**src/rtl/display_capture_if.sv**
```systemverilog
// Scanned 7-segment bus toward the capture block, rebuilt BCD digits and status flags back out.
interface display_capture_if;
  logic [6:0]  SEG;
  logic [3:0]  AN;
  logic [15:0] DIGITOS;
  logic        VALID;
  logic        ERR;
  logic        STALL;

  modport master (output SEG, AN, input DIGITOS, VALID, ERR, STALL);
  modport slave  (input SEG, AN, output DIGITOS, VALID, ERR, STALL);
endinterface

```
**src/rtl/display_capture.sv**
```systemverilog
// Rebuilds the four BCD digits from a multiplexed 7-segment scan and publishes them once per frame.
// Defining DISPLAY_CAPTURE_TIMEOUT_EN adds a watchdog that raises STALL when frames stop completing.
module display_capture #(
  parameter int SETTLE      = 1000,
  parameter int BITS        = 10,
  parameter int SEG_ACT_LOW = 1,
  parameter int AN_ACT_LOW  = 1,
  parameter int TIMEOUT     = 1_000_000,
  parameter int TO_BITS     = 20
) (
  input logic              CLK,
  input logic              RST,
  display_capture_if.slave bus
);

  typedef enum logic [1:0] {S_IDLE, S_SETTLE, S_CAPTURE, S_HOLD} state_t;

  localparam logic [BITS-1:0] CNT_LAST = BITS'(SETTLE - 2);

  logic [6:0]      seg_s1, seg_s2, seg_n, cap_seg;
  logic [3:0]      an_s1, an_s2, an_n, cap_an;
  logic [10:0]     prev_pat;
  logic            changed, onehot;
  state_t          state;
  logic [BITS-1:0] cnt;
  logic [15:0]     shadow, digitos;
  logic [3:0]      mask, mask_nxt, cap_val;
  logic            frame_err, err_nxt, err, valid;
  logic            capture, publish, cap_bad, clear;

  function automatic logic [3:0] decode(input logic [6:0] s);
    case (s)
      7'b1111110: decode = 4'd0;
      7'b0110000: decode = 4'd1;
      7'b1101101: decode = 4'd2;
      7'b1111001: decode = 4'd3;
      7'b0110011: decode = 4'd4;
      7'b1011011: decode = 4'd5;
      7'b1011111: decode = 4'd6;
      7'b1110000: decode = 4'd7;
      7'b1111111: decode = 4'd8;
      7'b1111011: decode = 4'd9;
      default:    decode = 4'hF;
    endcase
  endfunction

  always_comb begin
    seg_n   = (SEG_ACT_LOW != 0) ? ~seg_s2 : seg_s2;
    an_n    = (AN_ACT_LOW != 0) ? ~an_s2 : an_s2;
    onehot  = (an_n != 4'd0) && ((an_n & (an_n - 4'd1)) == 4'd0);
    changed = ({an_n, seg_n} != prev_pat);
  end

  always_ff @(posedge CLK or negedge RST) begin
    if (!RST) begin
      seg_s1   <= '0;
      seg_s2   <= '0;
      an_s1    <= '0;
      an_s2    <= '0;
      prev_pat <= '0;
    end else begin
      seg_s1   <= bus.SEG;
      seg_s2   <= seg_s1;
      an_s1    <= bus.AN;
      an_s2    <= an_s1;
      prev_pat <= {an_n, seg_n};
    end
  end

  // The sampled pattern is frozen on the way into CAPTURE so a change on that same edge cannot corrupt it.
  always_ff @(posedge CLK or negedge RST) begin
    if (!RST) begin
      state   <= S_IDLE;
      cnt     <= '0;
      cap_an  <= '0;
      cap_seg <= '0;
    end else begin
      case (state)
        S_IDLE: begin
          if (onehot) begin
            cnt   <= '0;
            state <= S_SETTLE;
          end
        end
        S_SETTLE: begin
          if (!onehot) begin
            state <= S_IDLE;
          end else if (changed) begin
            cnt <= '0;
          end else begin
            cnt <= cnt + 1'b1;
            if (cnt == CNT_LAST) begin
              state   <= S_CAPTURE;
              cap_an  <= an_n;
              cap_seg <= seg_n;
            end
          end
        end
        S_CAPTURE: state <= S_HOLD;
        S_HOLD: begin
          if ({an_n, seg_n} != {cap_an, cap_seg}) state <= S_IDLE;
        end
        default: state <= S_IDLE;
      endcase
    end
  end

  assign capture = (state == S_CAPTURE);
  assign publish = (mask == 4'hF);
  assign cap_val = decode(cap_seg);
  assign cap_bad = (cap_val == 4'hF);

  always_comb begin
    mask_nxt = (publish || clear) ? 4'd0 : mask;
    err_nxt  = publish ? 1'b0 : frame_err;
    if (capture) begin
      mask_nxt = mask_nxt | cap_an;
      err_nxt  = err_nxt | cap_bad;
    end
  end

  always_ff @(posedge CLK or negedge RST) begin
    if (!RST) begin
      mask      <= '0;
      frame_err <= 1'b0;
      shadow    <= '0;
      digitos   <= '0;
      err       <= 1'b0;
      valid     <= 1'b0;
    end else begin
      mask      <= mask_nxt;
      frame_err <= err_nxt;
      valid     <= publish;
      if (publish) begin
        digitos <= shadow;
        err     <= frame_err;
      end
      if (capture) begin
        for (int i = 0; i < 4; i++) begin
          if (cap_an[i]) shadow[4*i +: 4] <= cap_val;
        end
      end
    end
  end

  assign bus.DIGITOS = digitos;
  assign bus.VALID   = valid;
  assign bus.ERR     = err;

`ifdef DISPLAY_CAPTURE_TIMEOUT_EN
  logic [TO_BITS-1:0] wd;
  logic               stall;

  // Fires on the edge where the counter would reach TIMEOUT-1, then restarts from zero.
  assign clear = (wd == TO_BITS'(TIMEOUT - 2)) && !publish;

  always_ff @(posedge CLK or negedge RST) begin
    if (!RST) begin
      wd    <= '0;
      stall <= 1'b0;
    end else if (publish) begin
      wd    <= '0;
      stall <= 1'b0;
    end else if (clear) begin
      wd    <= '0;
      stall <= 1'b1;
    end else begin
      wd <= wd + 1'b1;
    end
  end

  assign bus.STALL = stall;
`else
  assign clear     = 1'b0;
  assign bus.STALL = 1'b0;
`endif

endmodule

```
**src/flat_wrapper.sv**
```systemverilog
// flat-port wrapper written by rule: the top's interface ports become plain ports
module display_capture_flat 
#(
  parameter int SETTLE      = 1000,
  parameter int BITS        = 10,
  parameter int SEG_ACT_LOW = 1,
  parameter int AN_ACT_LOW  = 1,
  parameter int TIMEOUT     = 1_000_000,
  parameter int TO_BITS     = 20
)
  (CLK, RST, bus_SEG, bus_AN, bus_DIGITOS, bus_VALID, bus_ERR, bus_STALL);
  display_capture_if bus_i ();
  input logic CLK;
  input logic RST;
  input wire logic [$bits(bus_i.SEG)-1:0] bus_SEG;
  input wire logic [$bits(bus_i.AN)-1:0] bus_AN;
  output wire logic [$bits(bus_i.DIGITOS)-1:0] bus_DIGITOS;
  output wire logic [$bits(bus_i.VALID)-1:0] bus_VALID;
  output wire logic [$bits(bus_i.ERR)-1:0] bus_ERR;
  output wire logic [$bits(bus_i.STALL)-1:0] bus_STALL;
  assign bus_i.SEG = bus_SEG;
  assign bus_i.AN = bus_AN;
  assign bus_DIGITOS = bus_i.DIGITOS;
  assign bus_VALID = bus_i.VALID;
  assign bus_ERR = bus_i.ERR;
  assign bus_STALL = bus_i.STALL;
  display_capture #(.SETTLE(SETTLE), .BITS(BITS), .SEG_ACT_LOW(SEG_ACT_LOW), .AN_ACT_LOW(AN_ACT_LOW), .TIMEOUT(TIMEOUT), .TO_BITS(TO_BITS)) u_core (.CLK(CLK), .RST(RST), .bus(bus_i));
endmodule
```
**config.mk**
```make
export PLATFORM = sky130hd
export DESIGN_NAME = display_capture_flat
export DESIGN_NICKNAME = d
export VERILOG_FILES = /design/src/rtl/display_capture_if.sv /design/src/rtl/display_capture.sv /design/src/flat_wrapper.sv
export SDC_FILE = /design/constraint.sdc
export NUM_CORES = 1
export LEC_CHECK = 0
export CAP_MARGIN = 15
export CORE_UTILIZATION = 42
export DETAILED_ROUTE_END_ITERATION = 10
export GPL_TIMING_DRIVEN = 1
export PLACE_DENSITY = 0.64
export SYNTH_ARGS = -nofsm -noshare
export SYNTH_HDL_FRONTEND = slang
export SYNTH_SLANG_ARGS = --single-unit
```
**constraint.sdc**
```tcl
create_clock -name CLK -period 2.3 [get_ports CLK]
set_input_delay 0.23 -clock CLK [delete_from_list [all_inputs] [get_ports CLK]]
set_output_delay 0.23 -clock CLK [all_outputs]
set_load 0.05 [all_outputs]
```
==> flow_summary.json, run 1 <==
{
  "initial_utilization_pct": 44.2,
  "grt-ovfl-total": 0,
  "yosysUniqueCellTypes": 49,
  "rows": 34,
  "holdPathEnd": "u_core.an_s1[1]",
  "dieWidth_um": 98.7,
  "grt_start_max_net_pins": 50,
  "antenna_found_initial": 0,
  "holdPathStages": 1,
  "setup_slack_ps": 199,
  "synth_flop_cell": "dfrtp_1",
  "status": "completed",
  "cp_max_fo": 10,
  "cts_made_buffers": 9,
  "hp-start": "bus_AN[1]",
  "reg2reg_slack_ps": 200,
  "grt_util_all_layers_pct": 15.9,
  "antenna_left": 0,
  "slew_headroom_pct": 57.9,
  "clock-sinks": 95,
  "startpoint_type": "flop",
  "antenna_cells": 0,
  "path_cells": "or3b_1 -> a311oi_1 -> a21oi_1 -> o21ai_0 -> o21ai_0",
  "path_class": "reg -> reg",
  "dpl.hpwl_um": 4700,
  "syn-cell-area_um2": 3930,
  "dp_slack_ps": 215,
  "path_buf_inv": 0,
  "cts_setup_buffers": 0,
  "slew_violations": 0,
  "first_global_vias": 2575,
  "drc_errors": 0,
  "synthCells": 374,
  "cp.required_ps": 2530,
  "cpLargestDelayFamily": "compound AO/OA/AOI/OAI gates",
  "via_count": 2644,
  "finalSetupViolCount": 0,
  "rsz0062_at_grt": "false",
  "wire_per_inst_um": 13.4,
  "clockRootBuffer": "clkbuf_8",
  "synthDominantCellAreaShare_pct": 60.5,
  "core-area_um2": 8890,
  "die-area_um2": 9740,
  "insertion_delay_ps": 370,
  "grt_pass1_wl_um": 12100,
  "synth_edf_count": 0,
  "rr_worst_depth": 5,
  "worst_pin_slew_ps": 632,
  "cp_slowest_stage_delay_ps": 500,
  "vias_per_cell": 5.08,
  "end_kind": "flop",
  "htreeDepth": 3,
  "routed_wl_um": 6950,
  "cp_slowest_cell": "dfrtp_1",
  "avgSynthCellArea_um2": 10.5,
  "gp_congestion": 0.820,
  "die_h_um": 98.7,
  "synth_area_leaders": "dfrtp_1 61%, nand2_1 9.1%, xor2_1 5.1%, o21ai_0 2.9%, inv_1 2.4%",
  "finalNetCount": 422,
  "synth_warnings": 0,
  "crit_top_cell": "o21ai_0",
  "regToRegEndpoint": "u_core.shadow[12]",
  "async_flop_share_pct": 100,
  "clkTransAtPathRegs_ps": 100,
  "dr.pass1.iters": 4,
  "cts_tree": "yes",
  "clock_path_buffers": 2,
  "io_pins": 32,
  "fin_crit_sh_pct": 91.3,
  "max_freq_mhz": 476,
  "power.density_nw_per_um2": 641,
  "portBuffers": 30,
  "drive_gt1_share_pct": 9.47,
  "synth_fp_nets": 389,
  "holdCritPathClass": "in -> reg",
  "drt_iter0_drc": 116,
  "finClkSkew_ps": 7.93,
  "yosysTopAreaCell": "dfrtp_1",
  "peakVddDrop_mv": 0.410,
  "cts_resized": 0,
  "synth-seq-cells": 95,
  "ys_seq_area_share_pct": 60.5,
  "maxCapViolations": 0,
  "report.final.hold_viol_count": 0,
  "crit_arrival_ps": 2330,
  "p_leak_uw": 0.00222,
  "worstReg2RegStart": "u_core.cap_seg[3]",
  "fin_setup_tns_ps": 0,
  "cp-startpoint": "u_core.cap_seg[3]",
  "synth_common_cells": "95 x dfrtp_1, 95 x nand2_1, 25 x inv_1",
  "fin_crit_ps": 2100,
  "area_growth_pct": 16.1
}
area by class of cell:
type	instances	area (µm²)
inverters	26	97.6
clock inverters	6	62.6
repair buffers	39	380
fillers	830	4330
clock buffers	10	138
well taps	108	135
multi-input cells	236	1370
flip-flops and latches	95	2380
per-stage QoR:
step / total power [µW] / instance area, µm² / std cells / util [%] / hold WS (ps)
final: 2920 / 4560 / 520 / 51.3 / 291
after floorplan: 1800 / 3930 / 374 / - / -65.6
after global placement: 1870 / 4350 / 503 / 48.9 / 295
after detailed placement: 1870 / 4350 / 503 / 48.9 / 298
after CTS: 2970 / 4560 / 520 / 51.3 / 277
after global routing: 3040 / 4560 / 520 / 51.3 / 267
sequential cells by signal, indices dropped and copies added (netlist names), 7 cells and up, named ones only:
register and flops:
u_core.bus.DIGITOS 16, u_core.shadow 16, u_core.prev_pat 11, u_core.cnt 10, u_core.cap_seg 7, u_core.seg_s1 7
u_core.seg_s2 7
where the power goes:
group / switching, µW / internal (µW)
Combinational: 68.1 / 48.3
Clock: 632 / 451
Sequential: 23.6 / 1700
Total: 723 / 2200
logic make-up (layout without fill, tap and decap cells):
family	after synthesis	count (layout)	share of synthesized area, %
AND/OR/NAND/NOR	142	142	16.5
flip-flops	95	95	60.5
AO/OA/AOI/OAI	56	56	8.69
buffers and inverters	43	81	4.59
XOR/XNOR	24	24	5.35
multiplexers	11	11	3.63
adder cells (fa/ha/maj)	2	2	0.637
other	1	1	0.0954
worst max-delay path by stage:
stage	endpoint	slack [ps]	cells past startpoint
3_3_place_gp	u_core.shadow[4]	290	5
6_report	u_core.shadow[12]	200	5
2_1_floorplan	u_core.cap_an[0]	450	8
4_1_cts	u_core.shadow[12]	190	5
3_5_place_dp	u_core.shadow[12]	210	5
5_1_grt	u_core.shadow[12]	30	5
per-layer routing:
layer / share of wire [%] / routed length [µm] / vias to the layer above / global-route usage, %
li1: - / - / 1298 / -
met1: 46 / 3200 / 1275 / 20.7
met2: 49 / 3370 / 60 / 25.9
met3: 3.9 / 273 / 11 / 3.62
met4: 1.5 / 103 / 0 / 6.54
met5: 0 / 0 / - / 0
timing repair:
item                       in CTS  in global routing
hold buffers                    1                  0
setup endpoints to repair       0                  0
hold endpoints to repair       48                  0
cells in the final DEF, fill, tap and decap left out, types with 2 or more instances in the layout:
cell,n
a21o_1,2
a21oi_1,11
buf_4,8
clkbuf_8,10
clkdlybuf4s50_1,29
clkinv_4,2
dfrtp_1,95
ha_1,2
inv_1,25
inv_6,2
mux2_2,2
mux2_4,6
mux2i_1,3
nand2_1,95
nand2b_1,2
nand3_1,13
nand4_1,8
nor2_1,6
nor2b_1,3
o211ai_1,2
o21ai_0,23
o22ai_1,7
or2_2,2
or3_1,2
xor2_1,23
(Power assumes the default switching activity.)
==> run 2: changes to the inputs <==
- SETUP_SLACK_MARGIN: default -> 0.1
==> run 2 against run 1 <==
Sequential power is essentially flat. Global-route usage is the same. Fmax grew 1.8%. Register-to-register slack gained 40 ps. Clock power is essentially flat. Combinational power is essentially flat. First-iteration DRC count shrank 16%. Sequential share of layout area shrank 0.071 points.
==> flow_summary.json, run 2 (synthesis results as in run 1) <==
{
  "status": "completed",
  "dp_slack_ps": 215,
  "clockRootBuffer": "clkbuf_8",
  "regToRegEndpoint": "u_core.shadow[12]",
  "setup_slack_ps": 237,
  "initial_utilization_pct": 44.2,
  "startpoint_type": "flop",
  "fin_crit_sh_pct": 89.7,
  "core-area_um2": 8890,
  "grt_use_met1_pct": 20.7,
  "busiest_layer": "met2",
  "via_count": 2633,
  "clkTransAtPathRegs_ps": 100,
  "finClkSkew_ps": 7.90,
  "cts_made_buffers": 9,
  "maxCapViolations": 0,
  "area_growth_pct": 16.3,
  "drt_iter0_drc": 98,
  "path_buf_inv": 0,
  "gp_congestion": 0.820,
  "grt_pass1_wl_um": 12100,
  "p_leak_uw": 0.00222,
  "cts_setup_buffers": 0,
  "grtUsageMet3_pct": 3.62,
  "drc_errors": 0,
  "cp-startpoint": "u_core.cap_seg[3]",
  "slew_headroom_pct": 57.9,
  "antenna_cells": 0,
  "rr_worst_depth": 5,
  "wire_per_inst_um": 13.4,
  "grt_util_all_layers_pct": 15.9,
  "report.final.hold_viol_count": 0,
  "dpl.hpwl_um": 4700,
  "cp-endpoint": "u_core.shadow[12]",
  "crit_cells": 5,
  "rsz0062_at_grt": "true",
  "worstReg2RegStart": "u_core.cap_seg[3]",
  "vias_per_cell": 5.06,
  "insertion_delay_ps": 360,
  "end_kind": "flop",
  "reg2reg_slack_ps": 240,
  "finalSetupViolCount": 0,
  "cp_slowest_cell": "or4_1",
  "cp_max_fo": 10,
  "portBuffers": 30,
  "first_global_vias": 2575,
  "cts_tree": "yes",
  "antenna_left": 0,
  "antenna_found_initial": 0,
  "crit_arrival_ps": 2300,
  "grt-ovfl-total": 0,
  "path_cells": "nand2_1 -> or4_1 -> or2_2 -> o21ai_1 -> o21ai_0",
  "power.density_nw_per_um2": 639,
  "worst_pin_slew_ps": 631,
  "power.total_uw": 2920,
  "clock-sinks": 95,
  "max_freq_mhz": 485,
  "cp_slowest_stage_delay_ps": 550,
  "path_class": "reg -> reg",
  "die_h_um": 98.7,
  "drive_gt1_share_pct": 9.71,
  "dieWidth_um": 98.7,
  "clock_path_buffers": 2,
  "fin_crit_ps": 2060,
  "io_pins": 32,
  "holdCritPathClass": "in -> reg",
  "use_met2_pct": 25.9,
  "routed_wl_um": 6960,
  "cpLargestDelayFamily": "simple AND/OR/NAND/NOR gates",
  "grt_start_max_net_pins": 50,
  "fin_setup_tns_ps": 0,
  "cp.required_ps": 2530,
  "dr.pass1.iters": 4,
  "final_cell_mix": "95 x nand2_1, 95 x dfrtp_1, 29 x clkdlybuf4s50_1",
  "fillers": 831,
  "finalNetCount": 422,
  "htreeDepth": 3,
  "rows": 34,
  "die-area_um2": 9740,
  "slew_violations": 0,
  "peakVddDrop_mv": 0.409
}
-- run 2: layer usage --
layer	share of wire [%]	up-vias
li1	-	1295
met1	46	1267
met2	48	61
met3	4.2	10
met4	1.5	0
met5	0	-
-- run 2: what timing repair did --
item | 4_1_cts | 5_1_grt
setup endpoints to repair | 0 | 6
gates resized for setup | 0 | 2
hold endpoints to repair | 48 | 0
hold buffers | 1 | 0
-- run 2: power breakdown --
part,switching (µW),internal (µW)
clock network,629,451
registers,23.4,1700
logic,68.2,48.3
total,721,2200
-- run 2: through the flow --
stage / hold slack (ps) / cell area (µm²) / cells / util [%]
after detailed placement: 298 / 4350 / 503 / 48.9
after floorplan: -65.6 / 3930 / 374 / -
after global placement: 295 / 4350 / 503 / 48.9
after global routing: 267 / 4570 / 520 / 51.4
final: 293 / 4570 / 520 / 51.4
after CTS: 277 / 4560 / 520 / 51.3
-- run 2: worst min-delay path by stage --
stage,from,end,slack [ps],cells after the start
floorplan,RST,asynchronous set/reset pin,-70,0
global placement,RST,u_core.bus.DIGITOS[14],300,1
detailed placement,RST,u_core.bus.DIGITOS[9],300,1
CTS,bus_SEG[1],u_core.seg_s1[1],280,1
global route,bus_SEG[6],u_core.seg_s1[6],270,1
finish,bus_AN[1],u_core.an_s1[1],290,1
-- run 2: layout make-up --
cell class	instances	area, µm²	area share (%)
Clock buffer	10	138	3.01
Clock inverter	6	62.6	1.37
Multi-Input combinational cell	236	1380	30.2
Timing Repair Buffer	39	380	8.33
Inverter	26	97.6	2.14
Sequential cell	95	2380	52.0
Tap cell	108	135	2.96
